File: config.mk
export PLATFORM = sky130hd
export DESIGN_NAME = axis_rr_arbiter
export DESIGN_NICKNAME = d
export VERILOG_FILES = /design/src/rtl/axis_pkg.sv /design/src/rtl/axis_rr_select.sv /design/src/rtl/axis_rr_arbiter.sv
export SDC_FILE = /design/constraint.sdc
export NUM_CORES = 1
export LEC_CHECK = 0
export ABC_AREA = 0
export BUFFER_PORTS_ARGS = -buffer_cell sky130_fd_sc_hd__buf_2
export CELL_PAD_IN_SITES_DETAIL_PLACEMENT = 1
export CELL_PAD_IN_SITES_GLOBAL_PLACEMENT = 1
export CORE_UTILIZATION = 28
export DETAILED_ROUTE_END_ITERATION = 10
export GPL_TIMING_DRIVEN = 0
export HOLD_SLACK_MARGIN = 0.08
export PLACE_DENSITY = 0.91
export SETUP_SLACK_MARGIN = 0.5
export SYNTH_ARGS = -nofsm -noshare
export SYNTH_HDL_FRONTEND = slang
export SYNTH_SLANG_ARGS = --single-unit
File: constraint.sdc
create_clock -name clk -period 4.9 [get_ports clk]
set_input_delay 0.735 -clock clk [delete_from_list [all_inputs] [get_ports clk]]
set_output_delay 0.735 -clock clk [all_outputs]
set_load 0.005 [all_outputs]
File: src/rtl/axis_pkg.sv
// Shared types and helpers for the AXI-Stream round-robin arbiter.
package axis_pkg;

    // Arbiter FSM states: IDLE arbitrates every cycle, LOCKED holds the grant for a packet.
    typedef enum logic [0:0] {
        IDLE   = 1'b0,
        LOCKED = 1'b1
    } arb_state_t;

    // Width of a port index for n ports (never narrower than one bit).
    function automatic int id_width(input int n);
        return (n > 1) ? $clog2(n) : 1;
    endfunction

endpackage : axis_pkg

File: src/rtl/axis_rr_select.sv
// Combinational round-robin selector: first requesting port at or after ptr, wrapping.
// Rotates the request vector so ptr lands on bit 0, priority-encodes the lowest set bit,
// then adds ptr back to turn the offset into an absolute port index.
module axis_rr_select
    import axis_pkg::*;
#(
    parameter  int NUM_PORTS = 4,
    localparam int ID_WIDTH  = id_width(NUM_PORTS)
) (
    input  logic [NUM_PORTS-1:0] req,
    input  logic [ID_WIDTH-1:0]  ptr,
    output logic [ID_WIDTH-1:0]  grant,
    output logic                 any_req
);

    localparam logic [ID_WIDTH:0] NUM_PORTS_W = (ID_WIDTH + 1)'(NUM_PORTS);

    logic [2*NUM_PORTS-1:0] doubled;
    logic [NUM_PORTS-1:0]   rotated;
    logic [ID_WIDTH-1:0]    offset;
    logic [ID_WIDTH:0]      sum;

    // Rotate, priority-encode the lowest requester, and map back to an absolute index.
    always_comb begin
        // NOTE: every signal driven here gets a default first, so no path leaves it unassigned and no latch is inferred.
        offset  = '0;
        doubled = {req, req} >> ptr;
        rotated = doubled[NUM_PORTS-1:0];
        for (int i = NUM_PORTS - 1; i >= 0; i--) begin
            if (rotated[i]) begin
                offset = ID_WIDTH'(i);
            end
        end
        sum = {1'b0, ptr} + {1'b0, offset};
        if (sum >= NUM_PORTS_W) begin
            grant = ID_WIDTH'(sum - NUM_PORTS_W);
        end else begin
            grant = ID_WIDTH'(sum);
        end
        any_req = |req;
    end

endmodule : axis_rr_select

File: src/rtl/axis_rr_arbiter.sv
// N:1 AXI-Stream round-robin arbiter with a registered output stage.
// Optional packet locking is enabled by defining AXIS_ARB_PKT_LOCK_EN; without it the
// arbiter re-arbitrates on every beat and the LOCKED state is never entered.
module axis_rr_arbiter
    import axis_pkg::*;
#(
    parameter  int NUM_PORTS  = 4,
    parameter  int DATA_WIDTH = 32,
    localparam int ID_WIDTH   = id_width(NUM_PORTS)
) (
    input  logic                            clk,
    input  logic                            reset,
    input  logic [NUM_PORTS-1:0]            s_axis_tvalid,
    input  logic [NUM_PORTS*DATA_WIDTH-1:0] s_axis_tdata,
    input  logic [NUM_PORTS-1:0]            s_axis_tlast,
    output logic [NUM_PORTS-1:0]            s_axis_tready,
    output logic                            m_axis_tvalid,
    output logic [DATA_WIDTH-1:0]           m_axis_tdata,
    output logic                            m_axis_tlast,
    output logic [ID_WIDTH-1:0]             m_axis_tid,
    input  logic                            m_axis_tready
);

    arb_state_t            state, state_next;
    logic [ID_WIDTH-1:0]   ptr, ptr_next;
    logic [ID_WIDTH-1:0]   lock_idx, lock_next;
    logic [ID_WIDTH-1:0]   rr_grant;
    logic [ID_WIDTH-1:0]   grant;
    logic                  any_req;
    logic                  slot_free;
    logic                  accept;
    logic [DATA_WIDTH-1:0] sel_data;
    logic                  sel_last;

    // Next port after p, wrapping from NUM_PORTS-1 back to 0.
    function automatic logic [ID_WIDTH-1:0] next_port(input logic [ID_WIDTH-1:0] p);
        return (p == ID_WIDTH'(NUM_PORTS - 1)) ? '0 : p + ID_WIDTH'(1);
    endfunction

    axis_rr_select #(
        .NUM_PORTS (NUM_PORTS)
    ) u_select (
        .req     (s_axis_tvalid),
        .ptr     (ptr),
        .grant   (rr_grant),
        .any_req (any_req)
    );

    // Grant source, upstream ready and the selected beat.
    always_comb begin
        s_axis_tready = '0;
        slot_free     = ~m_axis_tvalid | m_axis_tready;
        grant         = (state == LOCKED) ? lock_idx : rr_grant;
        if (!reset && slot_free && (state == LOCKED || any_req)) begin
            s_axis_tready[grant] = 1'b1;
        end
        accept   = |(s_axis_tvalid & s_axis_tready);
        sel_data = s_axis_tdata[int'(grant)*DATA_WIDTH +: DATA_WIDTH];
        sel_last = s_axis_tlast[grant];
    end

    // Next-state logic: advance ptr after a finished packet (or every beat without locking).
    always_comb begin
        state_next = state;
        ptr_next   = ptr;
        lock_next  = lock_idx;
        if (accept) begin
            case (state)
                IDLE: begin
`ifdef AXIS_ARB_PKT_LOCK_EN
                    if (sel_last) begin
                        ptr_next = next_port(grant);
                    end else begin
                        state_next = LOCKED;
                        lock_next  = grant;
                    end
`else
                    ptr_next = next_port(grant);
`endif
                end
                LOCKED: begin
                    if (sel_last) begin
                        state_next = IDLE;
                        ptr_next   = next_port(lock_idx);
                    end
                end
                default: state_next = IDLE;
            endcase
        end
    end

    // State, round-robin pointer and lock index registers.
    always_ff @(posedge clk) begin
        // NOTE: sequential state uses non-blocking assignments so every register samples pre-edge values.
        if (reset) begin
            state    <= IDLE;
            ptr      <= '0;
            lock_idx <= '0;
        end else begin
            state    <= state_next;
            ptr      <= ptr_next;
            lock_idx <= lock_next;
        end
    end

    // Output register: loads on accept, drops valid when the slot empties with nothing new.
    always_ff @(posedge clk) begin
        if (reset) begin
            m_axis_tvalid <= 1'b0;
            m_axis_tdata  <= '0;
            m_axis_tlast  <= 1'b0;
            m_axis_tid    <= '0;
        end else if (slot_free) begin
            m_axis_tvalid <= accept;
            if (accept) begin
                m_axis_tdata <= sel_data;
                m_axis_tlast <= sel_last;
                m_axis_tid   <= grant;
            end
        end
    end

endmodule : axis_rr_arbiter

# Word-level counts from Yosys, hierarchy flattened
# Index checks and enable logic that the tools add are counted.
[word_totals]
ff_bits = 39
input_bits = 139
elab_cells = 45
[classes]
add_sub_neg = 3
n_lt_le_gt_ge = 3
n_eq_ne = 2
shifts = 2
n_mux = 16
bitwise = 4
n_reduce_logical = 9
[op_table]
columns = ["op", "n"]
rows = [
  ["$shiftx A128 B8 Y32", 1],
  ["$mux W2", 8],
  ["$reduce_or A4 Y1", 2],
  ["$shr A8 B2 Y4", 1],
  ["$and A4 B4 Y4", 1],
  ["$mux W1", 4],
  ["$mux W4", 1],
  ["$pmux W2 S2", 1],
  ["$reduce_and A2 Y1", 2],
  ["$add A2 B2 Y3", 1],
  ["$ge A3 B3 Y1 const B", 1],
  ["$logic_and A1 B1 Y1", 3],
  ["$lt A2 B3 Y1 const B", 1],
  ["$add A2 B1 Y2 const B", 1],
  ["$bmux W1 S2", 1],
  ["$demux W1 S2", 1],
  ["$eq A2 B2 Y1 const B", 1],
  ["$ge A2 B1 Y1 const B", 1],
  ["$ne A2 B1 Y1 const B", 1],
  ["$not A1 Y1", 2],
  ["$sub A2 B1 Y2 const B", 1],
  ["$logic_not A1 Y1", 1],
  ["$logic_or A1 B1 Y1", 1],
  ["$or A1 B1 Y1", 1],
]

# Longest topological paths before layout
[logic_depth]
depth_word = 17
mapped_depth = 19

# Hierarchy
# From an unflattened synthesis, not the netlist that was laid out.
[unflattened]
cells_unflattened = 300
area_unflattened_um2 = 2839.0
[modules_own_cells]
columns = ["module", "instances", "cells_per_inst", "area_per_inst_um2"]
rows = [
  ["axis_rr_arbiter", 1, 273, 2660.1],
  ["axis_rr_select", 1, 27, 178.9],
]

# Worst setup path before layout
# OpenSTA, ideal clock, no wires.
[synth_path]
kind = "input -> register"
start = "input s_axis_tvalid[0]"
end = "register ptr[1]"
arrival_ns = 3.677
required_ns = 4.776
slack_ns = 1.099
cell_stages = 18
n_path_buf = 3
path_cell_list = "buf_2 > nor2_1 > a221oi_1 > o221ai_1 > ha_1 > xnor2_1 > or2_2 > mux2i_4 > buf_6 > inv_1 > ha_1 > a22oi_1 > nand2_1 > nand2_1 > clkbuf_1 > nor2_1 > a2bb2oi_1 > nor2_1"
[synth_via]
elab_chain_len = 17
word_cells_on_any_way = 29
cone_classes = "add/sub: 3; order compare: 3; eq/ne: 2; shift: 1; mux: 13; bitwise: 1; reduce/logical: 6"
[synth_lines]
columns = ["item", "line", "rtl"]
rows = [
  ["start: declaration", "axis_rr_arbiter.sv:13", "input logic [NUM_PORTS-1:0] s_axis_tvalid,"],
  ["$shr A8 B2 Y4 (*)", "axis_rr_select.sv:27", "doubled = {req, req} >> ptr;"],
  ["$mux W2 (3 in a row)", "axis_rr_select.sv:30", "if (rotated[i]) begin"],
  ["$mux W2 (*)", "axis_rr_select.sv:30", ""],
  ["$add A2 B2 Y3 (*)", "axis_rr_select.sv:34", "sum = {1'b0, ptr} + {1'b0, offset};"],
  ["$ge A3 B3 Y1 / $sub A2 B1 Y2 (equally long branches)", "axis_rr_select.sv:35, axis_rr_select.sv:36", ""],
  ["$mux W2 (*)", "axis_rr_select.sv:35", "if (sum >= NUM_PORTS_W) begin"],
  ["$mux W2 (*)", "axis_rr_arbiter.sv:53", "grant = (state == LOCKED) ? lock_idx : rr_grant;"],
  ["via grant[1]", "axis_rr_arbiter.sv:28", "logic [ID_WIDTH-1:0] grant;"],
  ["$lt A2 B3 Y1 (not written as such) / $ge A2 B1 Y1 (equally long branches)", "axis_rr_arbiter.sv:55", "s_axis_tready[grant] = 1'b1;"],
  ["$logic_and A1 B1 Y1 (not written as such)", "axis_rr_arbiter.sv:55", ""],
  ["$mux W1 (not written as such)", "axis_rr_arbiter.sv:55", ""],
  ["$demux W1 S2", "axis_rr_arbiter.sv:55", ""],
  ["$mux W4", "axis_rr_arbiter.sv:54", "if (!reset && slot_free && (state == LOCKED || any_req)) begin"],
  ["$and A4 B4 Y4", "axis_rr_arbiter.sv:57", "accept = |(s_axis_tvalid & s_axis_tready);"],
  ["$reduce_or A4 Y1", "axis_rr_arbiter.sv:57", ""],
  ["$reduce_and A2 Y1 (no line)", "-", ""],
  ["end signal: assignment", "axis_rr_arbiter.sv:101", "ptr <= ptr_next;"],
  ["end: declaration", "axis_rr_arbiter.sv:25", "logic [ID_WIDTH-1:0] ptr, ptr_next;"],
]
# The timed path passes the listed nets; every way through them passes the cells marked *. The select of a mux whose other input is x is not followed.
# A chain may end at the register's enable or synchronous reset.

# Final worst setup path
[layout_path]
start = "input s_axis_tvalid[3]"
end = "register ptr[1]"
# The elaborated chain is that of the path after synthesis.

==> results.cfg <==
[synthesis]
synth.most_common_cell = nor2_1
ys_top_cells_by_area = dfxtp_1 30%, mux2i_1 13%, a221o_1 12%
netlist_instances = 335
yosysSeqAreaShare_pct = 29.7
netlist_area_um2 = 2630
synth_commonest_cells = 50 x nor2_1, 39 x dfxtp_1, 38 x nand2_1
ys_async_sr_fraction_pct = 0
synth_edf_count = 0
synth_fp_nets = 479
synth_top_area_cell = dfxtp_1
yosys_warnings = 0
synthDominantCellAreaShare_pct = 29.7
postSynthAreaPerCell_um2 = 7.84
synth_ff_type = dfxtp_1
synth.distinct_cells = 32
synth_seq_cells = 39

[clock_tree]
clk_pin_slew_worst_paths_ps = 80
cts-root-buf = clkbuf_8
cts_tree = yes
cts_max_level = 2
clock_path_buffers = 2
cts_sinks = 39
clk_latency_ps = 290
post_cts_buffers = 0
numCtsBuffers = 5

[routing]
wire_per_inst_um = 16.8
vias_per_cell = 5.25
vias = 3281
drtPass1Iterations = 4
drc_errors = 0
drt-total-wl_um = 10500
drt_iter0_drc = 100
drtAntennaViolNets = 0

[worst_setup_path]
critPathKind = input pin to register
crit_fanout = 11
cp_num_buf_inv = 5
cp_slowest_cell = mux2i_4
ff2ff_setup_slack_ps = 800
crit_path_start_kind = input pin
critPathRequiredTime_ps = 5070
max_stage_delay_ps = 370
reg2reg_to = ptr[1]
cp_cell_sequence = buf_2 -> inv_1 -> nor3_1 -> a311oi_1 -> o221ai_1 -> ha_1 -> xnor2_1 -> or2_2 -> mux2i_4 -> buf_6 -> inv_1 -> ha_1 -> a22oi_1 -> nand2_1 -> nand2_2 -> clkbuf_2 -> nor2_1 -> a2bb2oi_1 -> nor2_1
r2r_cells = 18
worst_ep_arrival_time_ps = 4350
r2r_start = ptr[0]
cpLargestDelayFamily = simple AND/OR/NAND/NOR gates
end_kind = register

[place]
place_ws_ps = 168
port_buffers = 174
dp_hpwl_um = 8370
gp_congestion = 0.786

[power]
p_leak_nw = 1.85
seq_power_share_pct = 16.6
p_sw_w = 0.00148
switching_share_pct = 51.5
clock_power_share_pct = 7.6
power.density_nw_per_um2 = 773
ir_drop_uv = 305
p_comb_share_pct = 75.9
p_int_w = 0.00140

[floorplanning]
io_pins = 179
die_height_um = 98.9
initial_core_util_pct = 29.6
die_w_um = 98.9
rows = 34
dieArea_um2 = 9780
core_um2 = 8890

[sta]
relSlewSlack_pct = 46.9
finalCritPeriodShare_pct = 85.4
clock_skew_ps = 6.76
fin_tns_setup_ps = 0
tightest_slew_ps = 796
grt_setup_unrepaired = false
layout_min_cycle_time_ps = 4180
max_freq_mhz = 239
maxSlewViolCount = 0
hold_viol_final = 0
final.setup.worst_slack_ps = 715
setup_viol = 0

[cells_and_area]
nNetsFinal = 660
seq_area_um2 = 781
multi_input_area_um2 = 1690
num_antenna_cells = 0
filler_cell_count = 1188
drive_gt1_share_pct = 39.5
area_growth_pct = 41.9

[worst_hold_path]
min-delay-start = m_axis_tdata[13]
whs_endpoint = m_axis_tdata[13]
min_path_cells = 2
min_path_type = register to register

[global_route]
grtUsageTotal_pct = 21.4
antenna_found_initial = 0
grt_start_max_net_pins = 12
grt_pass1_vias = 3516
grt_pass1_wl_um = 16600
overflow = 0

[run]
maxCapViolations = 0

[outcome]
status = completed
worst reg2reg max path, delay by kind of cell (launching register included):
| kind | cells | cell delay, ps |
|---|---|---|
| compound gates | 4 | 830 |
| xor+xnor | 1 | 190 |
| fa+ha+maj | 2 | 430 |
| buf+inv | 4 | 830 |
| flops | 1 | 370 |
| mux | 1 | 370 |
| simple gates | 6 | 950 |
worst max-delay path by stage:
| stage | startpoint | to | slack (ps) | cells after the start |
|---|---|---|---|---|
| 6_report | s_axis_tvalid[3] | ptr[1] | 720 | 19 |
| 5_1_grt | s_axis_tvalid[3] | ptr[1] | 500 | 19 |
| 4_1_cts | s_axis_tvalid[3] | ptr[1] | 490 | 19 |
| 3_5_place_dp | s_axis_tvalid[3] | m_axis_tdata[1] | 170 | 18 |
| 3_3_place_gp | s_axis_tvalid[3] | m_axis_tdata[22] | 300 | 18 |
| 2_1_floorplan | s_axis_tvalid[0] | ptr[1] | 1100 | 18 |
registers in the layout, summed over array words and instances, names as in the netlist:
register / count
m_axis_tlast: 1
ptr: 2
m_axis_tdata: 32
state: 1
m_axis_tid: 2
m_axis_tvalid: 1
cells in the final DEF (no fill, tap or decap), types with 3 or more instances in the layout:
cell and instances:
a221o_1 32, o21ai_1 30, and2_1 5, inv_1 4
clkbuf_1 15, clkbuf_8 5, a21oi_1 34, buf_6 3
nor2_1 50, buf_2 182, a22oi_1 3, nor3_1 3
nor2b_1 3, o21ai_0 4, ha_1 5, nand2_1 37
dfxtp_1 39, clkbuf_2 6, mux2i_1 35
cells by family after synthesis:
kind of cell / Yosys count / synth area share (%)
buffers and inverters: 35 / 6.24
and+or+nand+nor: 102 / 15.8
adders and majority gates: 5 / 2.38
xor gates and xnor gates: 2 / 0.667
DFF: 39 / 29.7
AOI/OAI and AO/OA: 116 / 31.0
muxes: 36 / 14.2
power by group through the flow:
| stage | combinational [W] | sequential, W | clock (W) |
|---|---|---|---|
| 2_1_floorplan | 0.00152 | 0.000488 | 0 |
| 4_1_cts | 0.00221 | 0.000478 | 0.000225 |
| 6_report | 0.00219 | 0.000477 | 0.000218 |
| 3_3_place_gp | 0.00211 | 0.000478 | 0 |
| 3_5_place_dp | 0.00220 | 0.000485 | 0 |
| 5_1_grt | 0.00242 | 0.000489 | 0.000242 |
timing repair:
item                       in CTS  in global routing
gates cloned                    0                  0
setup endpoints to repair       2                 33
hold buffers                    0                  0
gates resized for setup         1                 13
layout make-up:
cell class | instances | area share (%)
buffer | 30 | 4.09
clock buffer | 7 | 2.05
clock inverter | 1 | 0.134
inverter | 5 | 0.503
multi-input combinational | 261 | 45.3
sequential | 39 | 20.9
tap | 108 | 3.62
timing repair buffer | 174 | 23.4
layer usage:
layer / up-vias / track usage, % / wire [um]
met2: 117 / 42.3 / 5660
met1: 1564 / 23.1 / 4150
met4: 0 / 7.23 / 176
li1: 1584 / - / -
met3: 16 / 2.91 / 482
met5: - / 0 / 0
metrics by stage:
step | hold slack (ps) | cell area (um2) | total power [W] | instances | utilization [%]
after global placement | 432 | 3630 | 0.00259 | 617 | 40.9
after floorplan | 444 | 2630 | 0.00201 | 335 | -
after detailed placement | 439 | 3630 | 0.00269 | 617 | 40.9
after global routing | 469 | 3730 | 0.00315 | 625 | 41.9
after CTS | 450 | 3720 | 0.00291 | 625 | 41.8
final | 446 | 3730 | 0.00288 | 625 | 41.9
(Power assumes the default switching activity.)
